<file path="config.mk">
export PLATFORM = sky130hd
export DESIGN_NAME = alu_op_seq
export DESIGN_NICKNAME = d
export VERILOG_FILES = /design/src/rtl/alu_op_seq.sv
export SDC_FILE = /design/constraint.sdc
export NUM_CORES = 1
export LEC_CHECK = 0
export ABC_AREA = 1
export BUFFER_PORTS_ARGS = -buffer_cell sky130_fd_sc_hd__buf_4
export CORE_UTILIZATION = 54
export DETAILED_ROUTE_END_ITERATION = 7
export HOLD_SLACK_MARGIN = 0.08
export PLACE_DENSITY = 0.84
export REMOVE_ABC_BUFFERS = 1
export SYNTH_ARGS = -nofsm -noshare
export SYNTH_HDL_FRONTEND = slang
export SYNTH_SLANG_ARGS = --single-unit
export TNS_END_PERCENT = 100
</file>
<file path="constraint.sdc">
create_clock -name clk -period 3.4 [get_ports clk]
set_clock_uncertainty 0.1 [all_clocks]
set_input_delay 0.34 -clock clk [delete_from_list [all_inputs] [get_ports clk]]
set_output_delay 0.34 -clock clk [all_outputs]
set_load 0.05 [all_outputs]
</file>
<file path="src/rtl/alu_op_seq.sv">
// ==========================================================================
// alu_op_seq : Moore sequencer driving register-file reads/writes and ALU
//              operand loads for one unary/reg-reg/reg-imm op.  rev 1.0
// ==========================================================================
`default_nettype none

module alu_op_seq #(
  parameter int NREG     = 4,
  parameter int IDXW     = 6,
  parameter int WAIT_MAX = 8
) (
  input  logic            clk,
  input  logic            rst,
  input  logic            start,
  input  logic            abort,
  input  logic [1:0]      mode,
  input  logic [IDXW-1:0] src1_idx,
  input  logic [IDXW-1:0] src2_idx,
  input  logic            alu_rdy,
  output logic [NREG-1:0] rd_en,
  output logic [NREG-1:0] wr_en,
  output logic [2:0]      alu_io,
  output logic            imm_sel,
  output logic            busy,
  output logic            done,
  output logic            err
);

  localparam int              WCW       = $clog2(WAIT_MAX + 1);
  localparam logic [WCW-1:0]  WAIT_LAST = WCW'(WAIT_MAX - 1);
  localparam logic [31:0]     NREG_U    = 32'(NREG);

  localparam logic [1:0] MODE_UN  = 2'b00;
  localparam logic [1:0] MODE_RR  = 2'b01;
  localparam logic [1:0] MODE_RES = 2'b11;

  typedef enum logic [3:0] {
    S_IDLE = 4'd0,
    S_RDA  = 4'd1,
    S_LDA  = 4'd2,
    S_RDB  = 4'd3,
    S_LDB  = 4'd4,
    S_EXE  = 4'd5,
    S_WB   = 4'd6,
    S_DONE = 4'd7,
    S_ERR  = 4'd8
  } state_t;

  state_t          state_q, state_d;
  logic [1:0]      mode_q, mode_d;
  logic [IDXW-1:0] src1_q, src1_d;
  logic [IDXW-1:0] src2_q, src2_d;
  logic [WCW-1:0]  wait_q, wait_d;

  logic            src1_bad, src2_bad;
  logic [NREG-1:0] oh1, oh2;

  assign src1_bad = (32'(src1_idx) >= NREG_U);
  assign src2_bad = (32'(src2_idx) >= NREG_U);

  always_ff @(posedge clk) begin
    if (rst) begin
      state_q <= S_IDLE;
      mode_q  <= '0;
      src1_q  <= '0;
      src2_q  <= '0;
      wait_q  <= '0;
    end else begin
      state_q <= state_d;
      mode_q  <= mode_d;
      src1_q  <= src1_d;
      src2_q  <= src2_d;
      wait_q  <= wait_d;
    end
  end

  always_comb begin
    state_d = state_q;
    mode_d  = mode_q;
    src1_d  = src1_q;
    src2_d  = src2_q;
    // Counter sits at zero outside EXE, so it is cleared on every EXE entry.
    wait_d  = '0;
    case (state_q)
      S_IDLE: begin
        if (start) begin
          mode_d = mode;
          src1_d = src1_idx;
          src2_d = src2_idx;
          if (mode == MODE_RES || src1_bad || (mode == MODE_RR && src2_bad))
            state_d = S_ERR;
          else
            state_d = S_RDA;
        end
      end
      S_RDA:  state_d = S_LDA;
      S_LDA:  state_d = (mode_q == MODE_UN) ? S_EXE : S_RDB;
      S_RDB:  state_d = S_LDB;
      S_LDB:  state_d = S_EXE;
      S_EXE: begin
        if (alu_rdy)
          state_d = S_WB;
        else if (wait_q == WAIT_LAST)
          state_d = S_ERR;
        else
          wait_d = wait_q + WCW'(1);
      end
      S_WB:   state_d = S_DONE;
      S_DONE: state_d = S_IDLE;
      S_ERR:  state_d = S_IDLE;
      default: state_d = S_IDLE;
    endcase
    if (abort && state_q != S_IDLE) begin
      state_d = S_IDLE;
      wait_d  = '0;
    end
  end

  always_comb begin
    oh1 = '0;
    oh2 = '0;
    for (int i = 0; i < NREG; i++) begin
      oh1[i] = (32'(src1_q) == 32'(i));
      oh2[i] = (32'(src2_q) == 32'(i));
    end
  end

  always_comb begin
    rd_en   = '0;
    wr_en   = '0;
    alu_io  = 3'b000;
    imm_sel = 1'b0;
    done    = 1'b0;
    err     = 1'b0;
    busy    = (state_q != S_IDLE);
    case (state_q)
      S_RDA: rd_en = oh1;
      S_LDA: begin
        rd_en  = oh1;
        alu_io = 3'b100;
      end
      S_RDB, S_LDB: begin
        if (mode_q == MODE_RR) rd_en = oh2;
        else                   imm_sel = 1'b1;
        if (state_q == S_LDB)  alu_io = 3'b010;
      end
      S_WB: begin
        wr_en  = oh1;
        alu_io = 3'b001;
      end
      S_DONE: done = 1'b1;
      S_ERR:  err  = 1'b1;
      default: ;
    endcase
  end

endmodule

`default_nettype wire

</file>
# After elaboration in Yosys (flattened, before gate mapping)
# Cells that the tools add are included.
# op_classes
add_sub_neg	1
muxes	15
n_bitwise	1
reduce_logical	15
eq_ne	20
n_lt_le_gt_ge	2
# op_table
cell	n
4-bit case mux with 7 select lines	1
6-bit by 2-bit == test with 1-bit output (second input constant)	4
4-bit 2-to-1 mux	6
4-bit by 3-bit == test with 1-bit output (second input constant)	5
6-bit by 1-bit == test with 1-bit output (second input constant)	2
6-bit by 3-bit >= comparator with 1-bit output (second input constant)	2
6-bit logical NOT	2
3-bit case mux with 3 select lines	1
4-bit by 2-bit == test with 1-bit output (second input constant)	2
4-bit case mux with 2 select lines	1
2-bit OR reduction	3
5-bit OR reduction	1
4-bit by 1-bit adder with 4-bit output (second input constant)	1
2-bit by 1-bit == test with 1-bit output (second input constant)	2
4-bit by 1-bit == test with 1-bit output (second input constant)	1
4-bit == test (second input constant)	1
4-bit logical NOT	1
1-bit 2-to-1 mux	4
2-bit AND reduction	2
4-bit nonzero test	1
3-bit 2-to-1 mux	1
3-bit inequality test (second input constant)	1
2-bit == test (second input constant)	1
1-bit logical AND	2
other kinds (5)	6
# word_totals
wordCells	59
input_bits	19
output_inout_bits	15
ff_bits	22

# Depth between registers and ports, before layout
# depth
word_depth	6
ltp_mapped	8
ltp_nobuf	8

# Worst setup path before layout
# Ideal clock, no wire load.
# synth_path
path_kind	reg-to-output
start	register state_q[1]
end	output rd_en[0]
slack_ns	0.736
path_buffers	0
path_stages_with_launch	5
t_arrival_ns	2.224
path_cell_list	dfxtp_1 > inv_1 > nor3_2 > nor2_1 > o22ai_1
# synth_between
elab_chain_cells	3
word_cells_on_any_way	7
# synth_lines
item	line	text
from (decl)	49	state_t state_q, state_d;
from (signal assigned)	69	state_q <= state_d;
4-bit by 3-bit == test with 1-bit output (tied with other cells)	136	case (state_q)
2-bit OR reduction (on tied branches)	-	
4-bit case mux with 2 select lines *	136	
to (decl)	20	output logic [NREG-1:0] rd_en,
# Mark *: on every way between the ends. The rest lies on a longest branch, timed or not.

# Worst setup path after layout
# Ends and elaborated chain as after synthesis.

==> impl_metrics.tcl <==
set metrics [dict create \
    netlist_area_um2 1180 \
    fin_nets 223 \
    period_needed_ns 2.14 \
    area_growth_pct 23.1 \
    finalCritPeriodShare_pct 62.8 \
    ys_ff_latch 22 \
    p_per_area_nw_per_um2 359 \
    remaining_drc_errors 0 \
    clock-root-buffer "clkbuf_4" \
    place_hpwl_um 2080 \
    fmax_mhz 468 \
    holdBufCountCts 0 \
    diodes 0 \
    yosys_warnings 0 \
    avgRoutedWirePerCell_um 11.5 \
    port_buffers 33 \
    fill_cells 171 \
    rsz0062_at_grt "no" \
    synth_cell_type_count 26 \
    hp-class "primary input to flip-flop" \
    yosysSeqAreaShare_pct 37.3 \
    start_util_pct 58.9 \
    wl_um 2620 \
    setup_violations 0 \
    clockBufferDepth 2 \
    grt_use_total_pct 23.4 \
    fin_tns_setup_ns 0 \
    required_ns 2.96 \
    final_common_cell "buf_4" \
    worst_pin_slew_ns 0.348 \
    ant_nets 0 \
    antenna_found_initial 0 \
    cts_setup_buffers 0 \
    leakagePower_nw 0.662 \
    gp_congestion 0.942 \
    grt_pass1_vias 1090 \
    grt_pass1_wl_um 4340 \
    clk_pin_slew_ns 0.12 \
    drt-initial-drc-count 48 \
    rrSetupSlack_ns 1.78 \
    htreeDepth 1 \
    overflow 0 \
    final_cell_mix "33 x buf_4, 26 x nand2_1, 24 x nor2_1" \
    final_max_slew_viol_count 0 \
    dieWidth_um 48.7 \
    synth_edf_count 0 \
    postSynthAreaPerCell_um2 6.98 \
    tritoncts "built" \
    startpoint_type "flip-flop" \
    cts_buffers 3 \
    die_y_um 48.7 \
    ios 34 \
    num_rows 16 \
    synthFlopType "dfxtp_1" \
    crit_fanout 5 \
    syn_inst 169 \
    drt_pass1_iterations 5 \
    insertion_delay_ns 0.31 \
    status "finished, final reports clean" \
    relSlewSlack_pct 76.7 \
    critPathKind "flip-flop to primary output" \
    grt_max_degree 22 \
    dieArea_um2 2380 \
    async_flop_share_pct 0 \
    ir_drop_v 0.000320 \
    hold_slack_ns 0.131 \
    routed_via_density 5.34 \
    end_kind "primary output" \
    hold_viol_final 0 \
    cts_sinks 22 \
    crit_arrival_ns 1.70 \
    num_vias 1218 \
    maxCapViolations 0 \
    drive_above_1_share_pct 25.9 \
    cts_resized 0 \
    core_um2 2000 \
]
-- logic make-up after synthesis --
group | count (synthesis) | synth area share [%]
AOI/OAI and AO/OA | 34 | 15.1
xor gates and xnor gates | 1 | 0.742
adders and majority gates | 1 | 1.06
buffers and inverters | 27 | 9.97
DFF | 22 | 37.3
and+or+nand+nor | 84 | 35.8
-- per-layer routing --
metal  part of all wire (%)  up-vias  track usage, %
met5                      0        -               0
met4                    2.0        0            9.80
met3                    6.4        9            2.20
met2                     49       55            43.3
met1                     43      531            27.1
li1                       -      623               -
-- final timing paths --
kind	startpoint	to	cells after the start
setup / recovery	state_q[1]	rd_en[0]	5
hold / removal	rst	src1_q[5]	2
setup reg to reg	state_q[0]	src2_q[0]	6
hold reg to reg	src2_q[4]	src2_q[4]	2
-- worst max-delay path, stage by stage, from the launching register on --
cell and delay (ns):
dfxtp_1 0.43, inv_1 0.14, nor3_2 0.28, nor2_1 0.13
o22ai_1 0.17, buf_4 0.22
-- power by group --
group          internal [W]  switching, W  total (W)  leakage, nW
combinational     0.0000427     0.0000731   0.000116        0.468
clock             0.0000415     0.0000805   0.000122       0.0138
sequential         0.000274    0.00000958   0.000283        0.180
total              0.000358      0.000163   0.000521        0.662
-- cell usage after synthesis (2+ instances only) --
library cell  instances  area share [%]
inv_2                 4             1.3
o21ai_0               4             1.7
nand3_2               2             1.7
nor3_2                2             1.7
nor2_2                3             1.6
o22ai_1               4             2.1
nand2_1              26             8.3
buf_6                 2             1.9
nor3_1                4             1.7
inv_1                19             6.0
dfxtp_1              22              37
nand4_1               4             2.1
a21oi_1              19             8.1
nand3_1              14             5.9
o21ai_1               6             2.5
nor2_1               24             7.6
-- flip-flops by register name, summed over array words and instances (netlist names) --
register	cells
state_q	4
wait_q	4
src1_q	6
mode_q	2
src2_q	6
-- metrics by stage --
stage / area (um^2) / setup slack (ns) / total power, W / utilization, % / std cells
detailed placement: 1430 / 1.66 / 0.000405 / 71.4 / 225
finish: 1450 / 1.26 / 0.000521 / 72.6 / 228
CTS: 1450 / 1.31 / 0.000517 / 72.6 / 228
global route: 1450 / 1.16 / 0.000539 / 72.6 / 228
floorplan: 1150 / 0.736 / 0.000363 / - / 165
global placement: 1430 / 1.72 / 0.000399 / 71.4 / 225
-- area by class of cell --
cell class / count / area, um^2 / area share (%)
well taps: 27 / 33.8 / 2.33
repair buffers: 33 / 248 / 17.1
flip-flops and latches: 22 / 440 / 30.3
clock buffers: 3 / 22.5 / 1.55
inverters: 23 / 86.3 / 5.94
multi-input cells: 120 / 622 / 42.8
No activity file was read; power rests on OpenSTA's default activity.
